$ cat src/rtl/coin_payout.sv
`default_nettype none
// ============================================================================
// Module   : coin_payout
// Function : Change/refund payout controller; ejects 1-leu coins first, then
//            50-bani coins, and reports any residual it could not pay.
// Revision : 1.0
// ============================================================================
module coin_payout #(
   parameter int AMT_W     = 4,
   parameter int PULSE_LEN = 4
) (
   input  logic             clk,
   input  logic             rst_n,
   input  logic             req_valid,
   input  logic [AMT_W-1:0] req_amount,
   output logic             req_ready,
   input  logic             mech_busy,
   input  logic             empty_1leu,
   input  logic             empty_50bani,
   output logic             eject_1leu,
   output logic             eject_50bani,
   output logic             done,
   output logic             short,
   output logic [AMT_W-1:0] remaining
);

   typedef enum logic [2:0] {
      S_IDLE   = 3'd0,
      S_SELECT = 3'd1,
      S_EJECT  = 3'd2,
      S_SETTLE = 3'd3,
      S_DONE   = 3'd4
   } state_t;

   localparam logic [3:0] c_pulse_last = 4'(PULSE_LEN - 1);

   state_t           r_state, w_state_nxt;
   logic [AMT_W-1:0] r_remaining, w_remaining_nxt;
   logic             r_short, w_short_nxt;
   logic             r_eject_1leu, w_eject_1leu_nxt;
   logic             r_eject_50bani, w_eject_50bani_nxt;
   logic [3:0]       r_pulse_cnt, w_pulse_cnt_nxt;
   logic             w_ge2, w_ge1;

   assign w_ge2 = |r_remaining[AMT_W-1:1];
   assign w_ge1 = |r_remaining;

   always_ff @(posedge clk or negedge rst_n) begin
      if (!rst_n) begin
         r_state        <= S_IDLE;
         r_remaining    <= '0;
         r_short        <= 1'b0;
         r_eject_1leu   <= 1'b0;
         r_eject_50bani <= 1'b0;
         r_pulse_cnt    <= '0;
      end else begin
         r_state        <= w_state_nxt;
         r_remaining    <= w_remaining_nxt;
         r_short        <= w_short_nxt;
         r_eject_1leu   <= w_eject_1leu_nxt;
         r_eject_50bani <= w_eject_50bani_nxt;
         r_pulse_cnt    <= w_pulse_cnt_nxt;
      end
   end

   always_comb begin
      w_state_nxt        = r_state;
      w_remaining_nxt    = r_remaining;
      w_short_nxt        = r_short;
      w_eject_1leu_nxt   = r_eject_1leu;
      w_eject_50bani_nxt = r_eject_50bani;
      w_pulse_cnt_nxt    = r_pulse_cnt;
      case (r_state)
         S_IDLE: begin
            if (req_valid) begin
               w_remaining_nxt = req_amount;
               w_short_nxt     = 1'b0;
               w_state_nxt     = S_SELECT;
            end
         end
         S_SELECT: begin
            // The amount is debited on the same edge the pulse starts.
            if (w_ge2 && !empty_1leu) begin
               if (!mech_busy) begin
                  w_eject_1leu_nxt = 1'b1;
                  w_remaining_nxt  = r_remaining - AMT_W'(2);
                  w_pulse_cnt_nxt  = '0;
                  w_state_nxt      = S_EJECT;
               end
            end else if (w_ge1 && !empty_50bani) begin
               if (!mech_busy) begin
                  w_eject_50bani_nxt = 1'b1;
                  w_remaining_nxt    = r_remaining - AMT_W'(1);
                  w_pulse_cnt_nxt    = '0;
                  w_state_nxt        = S_EJECT;
               end
            end else begin
               w_short_nxt = w_ge1;
               w_state_nxt = S_DONE;
            end
         end
         S_EJECT: begin
            if (r_pulse_cnt == c_pulse_last) begin
               w_eject_1leu_nxt   = 1'b0;
               w_eject_50bani_nxt = 1'b0;
               w_pulse_cnt_nxt    = '0;
               w_state_nxt        = S_SETTLE;
            end else begin
               w_pulse_cnt_nxt = r_pulse_cnt + 4'd1;
            end
         end
         S_SETTLE: w_state_nxt = S_SELECT;
         S_DONE:   w_state_nxt = S_IDLE;
         default:  w_state_nxt = S_IDLE;
      endcase
   end

   assign req_ready    = (r_state == S_IDLE);
   assign done         = (r_state == S_DONE);
   assign eject_1leu   = r_eject_1leu;
   assign eject_50bani = r_eject_50bani;
   assign short        = r_short;
   assign remaining    = r_remaining;

endmodule
`default_nettype wire

$ cat config.mk
export PLATFORM = sky130hd
export DESIGN_NAME = coin_payout
export DESIGN_NICKNAME = d
export VERILOG_FILES = /design/src/rtl/coin_payout.sv
export SDC_FILE = /design/constraint.sdc
export NUM_CORES = 1
export LEC_CHECK = 0
export CORE_MARGIN = 8
export CORE_UTILIZATION = 30
export DETAILED_ROUTE_END_ITERATION = 12
export GPL_ROUTABILITY_DRIVEN = 0
export HOLD_SLACK_MARGIN = 0.15
export PLACE_DENSITY = 0.6
export SYNTH_ARGS = -nofsm -noshare
export SYNTH_HDL_FRONTEND = slang
export SYNTH_SLANG_ARGS = --single-unit
$ cat constraint.sdc
create_clock -name clk -period 3.8 [get_ports clk]
set_clock_uncertainty 0.2 [all_clocks]
set_input_delay 0.57 -clock clk [delete_from_list [all_inputs] [get_ports clk]]
set_output_delay 0.57 -clock clk [all_outputs]
set_load 0.01 [all_outputs]
==> results.cfg <==
[timing]
fmax_mhz = 438
max_slew_margin_pct = 56.7
min_period_over_period_pct = 60.1
rsz0062_at_grt = false
tns_ns = 0
worstMarginPinSlew_ns = 0.647
finalMaxSlewViolations = 0
finalHoldViolCount = 0
holdWs_ns = 0.315
finalCriticalPeriod_ns = 2.28
setup_violations = 0
worst_slack_ns = 1.52

[setup_path]
critPathRequiredTime_ns = 3.03
crit_arrival_ns = 1.51
crit_type = reg -> out
end_kind = output pin
cp-start-kind = register
crit_fanout = 7

[layout]
drive_above_1_share_pct = 14.4
layout_common_cells = 18 x clkdlybuf4s50_1, 14 x dfrtp_1, 7 x a21oi_1
synthToLayoutAreaGrowth_pct = 28.4
finalNetCount = 119
final_common_cell = clkdlybuf4s50_1
n_antenna_cell = 0
post-route-util_pct = 40.3

[clocking]
cts_setup_buffers = 0
cts_tree = built
cts.sinks = 14
htreeDepth = 1
path_clk_slew_ns = 0.09
clock_latency_ns = 0.28
holdBufCountCts = 0
cts_buffer_depth = 2
cts_resized = 0
numCtsBuffers = 3
clockRootBuffer = clkbuf_4

[power_and_ir_drop]
ir_worst_vdd_uv = 355
power.leakage_nw = 0.475
powerDensity_nw_per_um2 = 761

[synth]
syn_nets = 97
netlist_instances = 83
async_flop_share_pct = 100
synth_area_leaders = dfrtp_1 41%, ha_1 5.8%, a21oi_1 4.1%, and2_1 2.9%, nand2_1 2.6%
avgSynthCellArea_um2 = 10.3
synth_top_area_share_pct = 40.8
synthesis.area_um2 = 858
ys_ff_latch = 14
ys_warn_count = 0
yosysSeqAreaShare_pct = 40.8
synth_enable_flop_cells = 0
synth_area_leader_cell = dfrtp_1
dominantRegCellSynth = dfrtp_1
synth_cell_types = 38

[detailed_routing]
dr.pass1.iters = 4
drt-wirelength-per-cell_um = 15.0
drc = 0
vias = 683
finalWirelength_mm = 2.02
drtAntennaViolNets = 0
initialDrtViolationCount = 10
detail_route.vias_per_cell = 5.06

[job]
drv_cap = 0

[floorplanning]
fp.dieW_um = 69.5
initial_core_util_pct = 31.4
rows = 19
coreArea_um2 = 2730
die_area_um2 = 4830
die_y_um = 69.5
ios = 19

[grt]
grt_antenna_before_repair = 0
grtUsageTotal_pct = 8.69
globalRouteOverflowTotal = 0
grt_start_max_net_pins = 15
grt_pass1_vias = 798
grt_pass1_wl_mm = 3.58

[hold_path]
holdCritPathClass = reg -> reg

[placement]
io_buffers = 18
place_hpwl_mm = 1.63
pre_cts_slack_ns = 1.47

[outcome]
outcome = completed
worst max-delay path: stages (launching register included):
cell and delay [ns]:
dfrtp_1 0.45, nor3b_1 0.22, clkdlybuf4s50_1 0.57
synthesized netlist by cell type, types with 2 or more instances:
master / count
mux2i_1: 2
inv_1: 4
nor2_1: 5
or3b_1: 2
nor3_1: 3
o22ai_1: 2
nand2_1: 6
and2_1: 4
a21oi_2: 2
o21ai_1: 2
dfrtp_1: 14
ha_1: 4
nor3b_1: 2
a21oi_1: 7
per-stage QoR:
step                area [um^2]  instances  total power [mW]
detailed placement         1070        131             0.742
CTS                        1100        135             0.852
global route               1100        135             0.919
finish                     1100        135             0.839
floorplan                   858         83             0.577
global placement           1070        131             0.735
registers in the layout (all words and copies together) (netlist names):
signal	cells
eject_1leu	1
r_state	3
remaining	4
r_pulse_cnt	4
short	1
eject_50bani	1
cell families (layout without fill, tap and decap cells):
group / count (synthesis) / count (layout) / synth area share [%]
AOI/OAI and AO/OA: 26 / 26 / 23.8
and+or+nand+nor: 29 / 29 / 21.0
xor gates and xnor gates: 1 / 1 / 1.02
buffers and inverters: 6 / 27 / 3.50
adders and majority gates: 4 / 4 / 5.83
DFF: 14 / 14 / 40.8
muxes: 3 / 3 / 4.08
metal layers:
| layer | up-vias | track usage, % | share of wire [%] |
|---|---|---|---|
| met5 | - | 0 | 0 |
| met4 | 0 | 2.73 | 0 |
| met3 | 0 | 2.58 | 4.0 |
| met2 | 14 | 15.0 | 49 |
| met1 | 320 | 9.97 | 47 |
| li1 | 349 | - | - |
layout make-up:
type | count | area, um^2
clock buffer | 4 | 36.3
timing repair buffer | 18 | 180
multi-input combinational | 63 | 478
sequential | 14 | 350
tap | 31 | 38.8
fill | 258 | 1630
inverter | 5 | 18.8
worst paths after layout:
kind	depth (start not counted)	end	startpoint	slack (ns)
worst max-delay path	2	done	r_state[1]	1.52
worst max register to register	7	remaining[0]	remaining[1]	1.73
worst min-delay path	1	eject_1leu	eject_1leu	0.31
max in group asynchronous	1	r_state[0]	rst_n	2.50
min in group asynchronous	1	r_pulse_cnt[1]	rst_n	0.48
worst min register to register	1	eject_1leu	eject_1leu	0.31
report_power, final:
| part | internal (mW) | switching, mW | total [mW] |
|---|---|---|---|
| Clock | 0.0582 | 0.0496 | 0.108 |
| Sequential | 0.206 | 0.0629 | 0.269 |
| Combinational | 0.229 | 0.233 | 0.462 |
| Total | 0.493 | 0.346 | 0.839 |
Note: power is estimated with default switching activity, not from simulation.
